**src/rtl/sfp_init_seq_if.sv**
```systemverilog
// Status and control bundle between the SFP init sequencer and its surroundings.
// The slave modport is the sequencer side; the master drives link status and restart.
interface sfp_init_seq_if;
    logic       idelayctrl_ready_in;
    logic       gt_reset_done_in;
    logic       link_up_in;
    logic       restart_in;
    logic       gt_reset_out;
    logic       user_reset_out;
    logic       ready_out;
    logic       fault_out;
    logic [3:0] retry_cnt_out;
    logic [2:0] state_out;

    modport slave (
        input  idelayctrl_ready_in,
        input  gt_reset_done_in,
        input  link_up_in,
        input  restart_in,
        output gt_reset_out,
        output user_reset_out,
        output ready_out,
        output fault_out,
        output retry_cnt_out,
        output state_out
    );

    modport master (
        output idelayctrl_ready_in,
        output gt_reset_done_in,
        output link_up_in,
        output restart_in,
        input  gt_reset_out,
        input  user_reset_out,
        input  ready_out,
        input  fault_out,
        input  retry_cnt_out,
        input  state_out
    );
endinterface

```
**src/rtl/sfp_init_seq.sv**
```systemverilog
// SFP/transceiver bring-up sequencer: IDELAYCTRL wait, GT reset pulse, done/link wait with retry.
// Status inputs act 3 edges after they change; all outputs are registered alongside the state.
module sfp_init_seq #(
    parameter int GT_RST_CYCLES  = 100,
    parameter int TIMEOUT_CYCLES = 100000,
    parameter int MAX_RETRY      = 3
) (
    input  logic          clk,
    input  logic          rst_in,
    sfp_init_seq_if.slave sfp
);
    typedef enum logic [2:0] {
        WAIT_IDC  = 3'd0,
        GT_RST    = 3'd1,
        WAIT_DONE = 3'd2,
        WAIT_LINK = 3'd3,
        RUN       = 3'd4,
        FAULT     = 3'd5
    } state_t;

    localparam logic [23:0] GT_LOAD   = 24'(GT_RST_CYCLES);
    localparam logic [23:0] TO_LOAD   = 24'(TIMEOUT_CYCLES);
    localparam logic [3:0]  RETRY_MAX = 4'(MAX_RETRY);

    (* ASYNC_REG = "TRUE" *) logic [2:0] sync_meta;
    (* ASYNC_REG = "TRUE" *) logic [2:0] sync_q;
    logic        rst_hold;
    logic        ready_s;
    logic        done_s;
    logic        link_s;

    state_t      state;
    state_t      state_nxt;
    logic [23:0] cnt;
    logic [23:0] cnt_nxt;
    logic [3:0]  retry;
    logic [3:0]  retry_nxt;
    logic        attempt_fail;

    logic        gt_q;
    logic        ur_q;
    logic        rdy_q;
    logic        flt_q;
    logic        gt_nxt;
    logic        ur_nxt;
    logic        rdy_nxt;
    logic        flt_nxt;

    // bit 0: IDELAYCTRL ready, bit 1: GT reset done, bit 2: link up
    always_ff @(posedge clk or posedge rst_in) begin
        if (rst_in) begin
            sync_meta <= '0;
            sync_q    <= '0;
        end else begin
            sync_meta <= {sfp.link_up_in, sfp.gt_reset_done_in, sfp.idelayctrl_ready_in};
            sync_q    <= sync_meta;
        end
    end

    assign ready_s = sync_q[0];
    assign done_s  = sync_q[1];
    assign link_s  = sync_q[2];

    // Holds the FSM for the first edge after reset release so it starts on the second.
    always_ff @(posedge clk or posedge rst_in) begin
        if (rst_in) begin
            rst_hold <= 1'b1;
        end else begin
            rst_hold <= 1'b0;
        end
    end

    always_ff @(posedge clk or posedge rst_in) begin
        if (rst_in) begin
            state <= WAIT_IDC;
            cnt   <= '0;
            retry <= '0;
            gt_q  <= 1'b1;
            ur_q  <= 1'b1;
            rdy_q <= 1'b0;
            flt_q <= 1'b0;
        end else if (!rst_hold) begin
            state <= state_nxt;
            cnt   <= cnt_nxt;
            retry <= retry_nxt;
            gt_q  <= gt_nxt;
            ur_q  <= ur_nxt;
            rdy_q <= rdy_nxt;
            flt_q <= flt_nxt;
        end
    end

    always_comb begin
        state_nxt    = state;
        cnt_nxt      = (cnt == 24'd0) ? 24'd0 : cnt - 24'd1;
        retry_nxt    = retry;
        attempt_fail = 1'b0;
        if (sfp.restart_in) begin
            state_nxt = WAIT_IDC;
            retry_nxt = 4'd0;
        end else if (!ready_s && state != WAIT_IDC && state != FAULT) begin
            state_nxt = WAIT_IDC;
        end else begin
            case (state)
                WAIT_IDC: begin
                    if (ready_s) begin
                        state_nxt = GT_RST;
                        cnt_nxt   = GT_LOAD;
                    end
                end
                GT_RST: begin
                    if (cnt <= 24'd1) begin
                        state_nxt = WAIT_DONE;
                        cnt_nxt   = TO_LOAD;
                    end
                end
                // The awaited input is checked before expiry so a same-cycle arrival wins.
                WAIT_DONE: begin
                    if (done_s) begin
                        state_nxt = WAIT_LINK;
                        cnt_nxt   = TO_LOAD;
                    end else if (cnt <= 24'd1) begin
                        attempt_fail = 1'b1;
                    end
                end
                WAIT_LINK: begin
                    if (link_s) begin
                        state_nxt = RUN;
                        retry_nxt = 4'd0;
                    end else if (cnt <= 24'd1) begin
                        attempt_fail = 1'b1;
                    end
                end
                RUN: begin
                    retry_nxt = 4'd0;
                    if (!link_s || !done_s) begin
                        state_nxt = GT_RST;
                        cnt_nxt   = GT_LOAD;
                    end
                end
                FAULT: begin
                    state_nxt = FAULT;
                end
                default: begin
                    state_nxt = WAIT_IDC;
                end
            endcase
            if (attempt_fail) begin
                if (retry == RETRY_MAX) begin
                    state_nxt = FAULT;
                end else begin
                    state_nxt = GT_RST;
                    cnt_nxt   = GT_LOAD;
                    retry_nxt = retry + 4'd1;
                end
            end
        end
    end

    // Decoded from the next state so outputs move on the same edge as the state.
    always_comb begin
        gt_nxt  = 1'b1;
        ur_nxt  = 1'b1;
        rdy_nxt = 1'b0;
        flt_nxt = 1'b0;
        case (state_nxt)
            WAIT_DONE, WAIT_LINK: begin
                gt_nxt = 1'b0;
            end
            RUN: begin
                gt_nxt  = 1'b0;
                ur_nxt  = 1'b0;
                rdy_nxt = 1'b1;
            end
            FAULT: begin
                flt_nxt = 1'b1;
            end
            default: begin
                gt_nxt = 1'b1;
            end
        endcase
    end

    assign sfp.gt_reset_out   = gt_q;
    assign sfp.user_reset_out = ur_q;
    assign sfp.ready_out      = rdy_q;
    assign sfp.fault_out      = flt_q;
    assign sfp.retry_cnt_out  = retry;
    assign sfp.state_out      = state;
endmodule
```
**src/flat_wrapper.sv**
```systemverilog
// flat-port wrapper written by rule: the top's interface ports become plain ports
module sfp_init_seq_flat 
#(
    parameter int GT_RST_CYCLES  = 100,
    parameter int TIMEOUT_CYCLES = 100000,
    parameter int MAX_RETRY      = 3
)
  (clk, rst_in, sfp_idelayctrl_ready_in, sfp_gt_reset_done_in, sfp_link_up_in, sfp_restart_in, sfp_gt_reset_out, sfp_user_reset_out, sfp_ready_out, sfp_fault_out, sfp_retry_cnt_out, sfp_state_out);
  sfp_init_seq_if sfp_i ();
  input  logic clk;
  input  logic rst_in;
  input wire logic [$bits(sfp_i.idelayctrl_ready_in)-1:0] sfp_idelayctrl_ready_in;
  input wire logic [$bits(sfp_i.gt_reset_done_in)-1:0] sfp_gt_reset_done_in;
  input wire logic [$bits(sfp_i.link_up_in)-1:0] sfp_link_up_in;
  input wire logic [$bits(sfp_i.restart_in)-1:0] sfp_restart_in;
  output wire logic [$bits(sfp_i.gt_reset_out)-1:0] sfp_gt_reset_out;
  output wire logic [$bits(sfp_i.user_reset_out)-1:0] sfp_user_reset_out;
  output wire logic [$bits(sfp_i.ready_out)-1:0] sfp_ready_out;
  output wire logic [$bits(sfp_i.fault_out)-1:0] sfp_fault_out;
  output wire logic [$bits(sfp_i.retry_cnt_out)-1:0] sfp_retry_cnt_out;
  output wire logic [$bits(sfp_i.state_out)-1:0] sfp_state_out;
  assign sfp_i.idelayctrl_ready_in = sfp_idelayctrl_ready_in;
  assign sfp_i.gt_reset_done_in = sfp_gt_reset_done_in;
  assign sfp_i.link_up_in = sfp_link_up_in;
  assign sfp_i.restart_in = sfp_restart_in;
  assign sfp_gt_reset_out = sfp_i.gt_reset_out;
  assign sfp_user_reset_out = sfp_i.user_reset_out;
  assign sfp_ready_out = sfp_i.ready_out;
  assign sfp_fault_out = sfp_i.fault_out;
  assign sfp_retry_cnt_out = sfp_i.retry_cnt_out;
  assign sfp_state_out = sfp_i.state_out;
  sfp_init_seq #(.GT_RST_CYCLES(GT_RST_CYCLES), .TIMEOUT_CYCLES(TIMEOUT_CYCLES), .MAX_RETRY(MAX_RETRY)) u_core (.clk(clk), .rst_in(rst_in), .sfp(sfp_i));
endmodule
```
**config.mk**
```make
export PLATFORM = sky130hd
export DESIGN_NAME = sfp_init_seq_flat
export DESIGN_NICKNAME = d
export VERILOG_FILES = /design/src/rtl/sfp_init_seq_if.sv /design/src/rtl/sfp_init_seq.sv /design/src/flat_wrapper.sv
export SDC_FILE = /design/constraint.sdc
export NUM_CORES = 1
export LEC_CHECK = 0
export CORE_MARGIN = 3
export CORE_UTILIZATION = 59
export CTS_CLUSTER_DIAMETER = 120
export DETAILED_ROUTE_END_ITERATION = 8
export GPL_ROUTABILITY_DRIVEN = 0
export HOLD_SLACK_MARGIN = 0.06
export PLACE_DENSITY_LB_ADDON = 0.2
export SLEW_MARGIN = 20
export SYNTH_ARGS = -nofsm -noshare
export SYNTH_HDL_FRONTEND = slang
export SYNTH_SLANG_ARGS = --single-unit
```
**constraint.sdc**
```tcl
create_clock -name clk -period 2.95 [get_ports clk]
set_input_delay 0.7375 -clock clk [delete_from_list [all_inputs] [get_ports clk]]
set_output_delay 0.7375 -clock clk [all_outputs]
set_load 0.02 [all_outputs]
```
==> results of run 1 <==
## per-layer routing
layer	GRT usage, %	vias up	routed length, µm
met2	42.1	95	2960
met4	9.39	0	123
met5	0	-	0
li1	-	1103	-
met3	5.19	14	372
met1	35.4	1113	2670
## cell families (layout without fill, tap and decap cells)
logic type / count (synthesis) / after routing / share of synthesized area (%)
compound gates: 78 / 78 / 21.0
xor+xnor: 3 / 3 / 1.04
fa+ha+maj: 4 / 4 / 1.97
buf+inv: 22 / 49 / 3.84
flops: 42 / 42 / 41.5
mux: 2 / 2 / 0.789
other cells: 1 / 1 / 0.148
simple gates: 127 / 127 / 29.6
## cells in the final DEF, fill, tap and decap left out, types with 6 or more instances in the layout
cell / count
dfrtp_1: 39
nand2_1: 31
o21ai_0: 19
nor3_1: 17
nor2_1: 16
clkdlybuf4s50_1: 16
buf_4: 14
inv_1: 11
a21oi_1: 9
nor4_1: 8
o31ai_1: 8
nand2b_1: 7
a21o_1: 7
nand3_1: 7
o22ai_1: 6
a22o_1: 6
clkbuf_8: 6
## critical path, delay by kind of cell, from the launching register on
family / cells / cell delay [ns]
compound gates: 3 / 0.71
fa+ha+maj: 1 / 0.28
buf+inv: 2 / 0.30
flops: 1 / 0.46
simple gates: 3 / 0.84
## worst max path at each step
stage | to | startpoint
finish | u_core.cnt[18]$_DFFE_PP0N_ | u_core.cnt[0]$_DFFE_PP0N_
global route | u_core.cnt[21]$_DFFE_PP0N_ | u_core.cnt[0]$_DFFE_PP0N_
CTS | u_core.cnt[18]$_DFFE_PP0N_ | u_core.cnt[0]$_DFFE_PP0N_
detailed placement | u_core.cnt[9]$_DFFE_PP0N_ | sfp_restart_in
global placement | u_core.cnt[15]$_DFFE_PP0N_ | sfp_restart_in
floorplan | u_core.cnt[8]$_DFFE_PP0N_ | u_core.sfp.state_out[1]$_DFFE_PP0N_
## sequential cells by signal (all words and copies together) (netlist names)
name and count:
u_core.cnt 24, u_core.rst_hold 1, u_core.sync_q 3, u_core.sfp.gt_reset_out 1
u_core.sfp.retry_cnt_out 4, u_core.sfp.ready_out 1, u_core.sfp.fault_out 1, u_core.sfp.state_out 3
u_core.sync_meta 3, u_core.sfp.user_reset_out 1
## power by group through the flow
stage / Clock, mW / Combinational [mW] / Sequential [mW]
after floorplan: 0 / 0.233 / 0.701
after global placement: 0 / 0.297 / 0.726
after detailed placement: 0 / 0.309 / 0.730
after CTS: 0.489 / 0.310 / 0.720
after global routing: 0.505 / 0.353 / 0.735
final: 0.481 / 0.312 / 0.722
## through the flow
step                setup WS [ns]  utilization, %  cell area [µm²]  hold slack (ns)
CTS                         0.314            71.6             2930            0.354
floorplan                   0.582               -             2540            0.331
finish                      0.269            71.6             2930            0.351
global route                0.119            71.6             2930            0.374
detailed placement          0.302            68.8             2810            0.336
global placement            0.362            68.8             2810            0.331
## layout make-up
cell class / count / area (µm²) / area share [%]
multi-input cells: 215 / 1390 / 47.4
inverters: 11 / 41.3 / 1.41
clock buffers: 7 / 86.3 / 2.95
repair buffers: 30 / 265 / 9.06
clock inverters: 1 / 30.0 / 1.03
flip-flops and latches: 42 / 1050 / 36.0
well taps: 50 / 62.6 / 2.14
==> results.yml, run 1 <==
cells_and_area:
  instances_no_fill: 356
  fill_cells: 328
  area_delta_synth_final_pct: 15.3
  nNetsFinal: 315
  antenna_cells: 0
  drive_gt1_share_pct: 12.1
pwr:
  pwr-share-comb_pct: 20.6
  switching_share_pct: 31.1
  power.leakage_nw: 1.23
  power.clock.fraction_pct: 31.7
  p_int_mw: 1.04
  power.total_mw: 1.51
  p_seq_share_pct: 47.7
  switchingPower_mw: 0.471
  power_density_nw_per_um2: 518
  ir_drop_v: 0.000358
job:
  drv_cap: 0
clock_network:
  cts_buffer_depth: 2
  clk_pin_slew_ns: 0.08
  cts_root_buffer: "clkbuf_8"
  htreeDepth: 2
  cts_tree: "done"
  postCtsSetupBuffers: 0
  clkLatencyLatePin_ns: 0.30
  cts_made_buffers: 5
  cts.repair.resized: 0
  clock_sinks: 42
  hold_buffers: 0
logic_synthesis:
  yosysMostFrequentCell: "dfrtp_1"
  yosysWarnings: 0
  synth.largest_area_cell: "dfrtp_1"
  syn_area_per_cell_um2: 9.10
  synth-edff-count: 0
  ys.flop_type: "dfrtp_1"
  ys_ff_latch: 42
  seq_area_frac_synth_pct: 41.5
  synth_top_area_share_pct: 38.4
  ys_top_cells_by_count: "dfrtp_1, nand2_1, o21ai_0"
  synth.net_count: 289
  synth_area_um2: 2540
  syn_inst: 279
  ys_top_cells_by_area: "dfrtp_1, nand2_1, o21ai_0"
  ys_types: 55
  synthArstFlopShare_pct: 100
routing:
  drt_iter0_drc: 257
  drc: 0
  ant_nets: 0
  drtPass1Iterations: 5
  wirelength_mm: 6.13
  routedWlPerCell_um: 17.2
  vias_per_cell: 6.53
  vias: 2325
die:
  io-pin-count: 17
  start_util_pct: 62.1
  design.core.area_um2: 4090
  rows: 23
  dieArea_um2: 5130
  die_w_um: 71.6
  dieHeight_um: 71.6
min_path:
  hold_end: "u_core.sync_q[2]$_DFF_PP0_"
  hp-class: "flip-flop to flip-flop"
  whs_path_depth: 0
  min-delay-start: "u_core.sync_meta[2]$_DFF_PP0_"
critical_path:
  timing.critical_path.from_type: "flip-flop"
  cp.required_ns: 3.16
  ff2ff_path_depth: 9
  r2r_start: "u_core.cnt[0]$_DFFE_PP0N_"
  cp_slowest_stage_delay_ns: 0.46
  cpMostUsedCell: "o21ai_0"
  endpoint_kind: "flip-flop"
  regToRegSetupSlack_ns: 0.27
  worstPathArrival_ns: 2.89
  crit_slowest_cell: "dfrtp_1"
  crit_chain: "inv_1 -> ha_1 -> nor2_1 -> nand4b_1 -> o21ai_0 -> a311o_1 -> buf_4 -> or2_2 -> o21ai_0"
  path_max_fanout: 18
  rr_endpoint: "u_core.cnt[18]$_DFFE_PP0N_"
  critPathKind: "flip-flop to flip-flop"
timing:
  layout_min_cycle_time_ns: 2.68
  worstMarginPinSlew_ns: 0.661
  rsz0062_at_grt: "false"
  hold_viol: 0
  slew_headroom_pct: 55.5
  post-route-period-util_pct: 90.9
  final.setup_skew_ns: 0.0109
  finalSetupTns_ns: 0
  fmax_mhz: 373
  slew_violations: 0
  setup_violations: 0
grt:
  antenna_found_initial: 0
  grt_use_total_pct: 26.2
  grt_pass1_vias: 2303
  overflow: 0
  grt_max_degree: 43
  grt_pass1_wl_mm: 10.7
placement:
  hpwl_mm: 4.35
  portBuffers: 16
  placedCellCount: 348
run_status:
  status: "finished, final reports clean"
Power figures use the tool's default switching activity.
==> run 2: changes to the inputs <==
--- a/config.mk
+++ b/config.mk
@@ -11,6 +11,7 @@
 export DETAILED_ROUTE_END_ITERATION = 8
 export GPL_ROUTABILITY_DRIVEN = 0
 export HOLD_SLACK_MARGIN = 0.06
+export MAX_ROUTING_LAYER = met4
 export PLACE_DENSITY_LB_ADDON = 0.2
 export SLEW_MARGIN = 20
 export SYNTH_ARGS = -nofsm -noshare
==> run 2 against run 1 <==
Against the previous run: via count decreased by 0.82%; critical path depth unchanged; first-iteration DRC count decreased by 7.0%; critical path type unchanged; critical endpoint unchanged.
==> results.yml, run 2 (same netlist as run 1, synthesis figures left out) <==
cells_and_area:
  drive_gt1_share_pct: 12.1
  antenna_cells: 0
  regMostFlops: "u_core.cnt"
  instances_no_fill: 356
  largest_register_ffs: 24
  design_area_um2: 2930
  finish.utilization_pct: 71.6
  final_common_cell: "dfrtp_1"
  nNetsFinal: 315
  area_delta_synth_final_pct: 15.3
  mostFrequentLayoutCells: "dfrtp_1, nand2_1, o21ai_0"
run_status:
  status: "finished, final reports clean"
pwr:
  power.total_mw: 1.51
  power_density_nw_per_um2: 517
  power.leakage_nw: 1.23
  ir_drop_v: 0.000359
critical_path:
  timing.critical_path.from_type: "flip-flop"
  crit_family: "simple AND/OR/NAND/NOR gates"
  path_buf_inv: 2
  crit_chain: "inv_1 -> ha_1 -> nor2_1 -> nand4b_1 -> o21ai_0 -> a311o_1 -> buf_4 -> or2_2 -> o21ai_0"
  cp.required_ns: 3.16
  crit_slowest_cell: "dfrtp_1"
  path_max_fanout: 18
  cpMostUsedCell: "o21ai_0"
  ff2ff_path_depth: 9
  cp_slowest_stage_delay_ns: 0.46
  endpoint_kind: "flip-flop"
  regToRegSetupSlack_ns: 0.28
  critPathKind: "flip-flop to flip-flop"
  worstPathArrival_ns: 2.88
  r2r_start: "u_core.cnt[0]$_DFFE_PP0N_"
  rr_endpoint: "u_core.cnt[18]$_DFFE_PP0N_"
grt:
  antenna_found_initial: 0
  overflow: 0
  grt_max_degree: 43
  grt_use_total_pct: 27.0
  grt_pass1_vias: 2303
  grt_pass1_wl_mm: 10.7
timing:
  rsz0062_at_grt: "false"
  timing.final.ws_setup_ns: 0.285
  finalSetupTns_ns: 0
  slew_violations: 0
  worstMarginPinSlew_ns: 0.657
  hold_slack_ns: 0.351
  setup_violations: 0
  post-route-period-util_pct: 90.4
  layout_min_cycle_time_ns: 2.67
  final.setup_skew_ns: 0.00699
  slew_headroom_pct: 55.7
  fmax_mhz: 375
  hold_viol: 0
die:
  start_util_pct: 62.1
  dieArea_um2: 5130
  dieHeight_um: 71.6
  io-pin-count: 17
  rows: 23
  die_w_um: 71.6
  design.core.area_um2: 4090
routing:
  drc: 0
  wirelength_mm: 6.08
  drt_iter0_drc: 239
  ant_nets: 0
  drtPass1Iterations: 4
  routedWlPerCell_um: 17.1
  vias: 2306
  vias_per_cell: 6.48
clock_network:
  clk_pin_slew_ns: 0.08
  cts_made_buffers: 5
  htreeDepth: 2
  cts_root_buffer: "clkbuf_8"
  postCtsSetupBuffers: 0
  clock_sinks: 42
  hold_buffers: 0
  cts.repair.resized: 0
  cts_tree: "done"
  cts_buffer_depth: 2
  clkLatencyLatePin_ns: 0.30
min_path:
  hold_end: "u_core.sync_q[2]$_DFF_PP0_"
  min-delay-start: "u_core.sync_meta[2]$_DFF_PP0_"
  hp-class: "flip-flop to flip-flop"
  whs_path_depth: 0
placement:
  placedCellCount: 348
  pre_cts_ws_ns: 0.302
  hpwl_mm: 4.35
  dpl_cell_area_um2: 2810
  portBuffers: 16
job:
  drv_cap: 0
[run 2: cell counts in the layout (fill, tap and decap cells not counted)]
Identical to the previous run, type by type.
[run 2: final cells by class]
class / count / area [µm²]
Fill cell: 328 / 1160
Timing Repair Buffer: 30 / 265
Clock buffer: 7 / 86.3
Clock inverter: 1 / 30.0
Tap cell: 50 / 62.6
Inverter: 11 / 41.3
Sequential cell: 42 / 1050
Multi-Input combinational cell: 215 / 1390
[run 2: how the worst max path moves through the flow]
stage,end,depth (start not counted),from
after floorplan,u_core.cnt[8]$_DFFE_PP0N_,8,u_core.sfp.state_out[1]$_DFFE_PP0N_
after global placement,u_core.cnt[15]$_DFFE_PP0N_,7,sfp_restart_in
after detailed placement,u_core.cnt[9]$_DFFE_PP0N_,7,sfp_restart_in
after CTS,u_core.cnt[18]$_DFFE_PP0N_,9,u_core.cnt[0]$_DFFE_PP0N_
after global routing,u_core.cnt[21]$_DFFE_PP0N_,9,u_core.cnt[0]$_DFFE_PP0N_
final,u_core.cnt[18]$_DFFE_PP0N_,9,u_core.cnt[0]$_DFFE_PP0N_
[run 2: metal layers]
| metal | GRT usage, % | vias up | routed length [µm] |
|---|---|---|---|
| met5 | - | - | 0 |
| met4 | 9.39 | 0 | 102 |
| met3 | 5.19 | 12 | 363 |
| met2 | 42.1 | 83 | 2920 |
| met1 | 35.2 | 1110 | 2700 |
| li1 | - | 1101 | - |
[run 2: power breakdown]
part | switching (mW) | total (mW) | internal [mW]
sequential | 0.0875 | 0.722 | 0.635
clock | 0.200 | 0.476 | 0.276
combinational | 0.181 | 0.314 | 0.133
total | 0.469 | 1.51 | 1.04
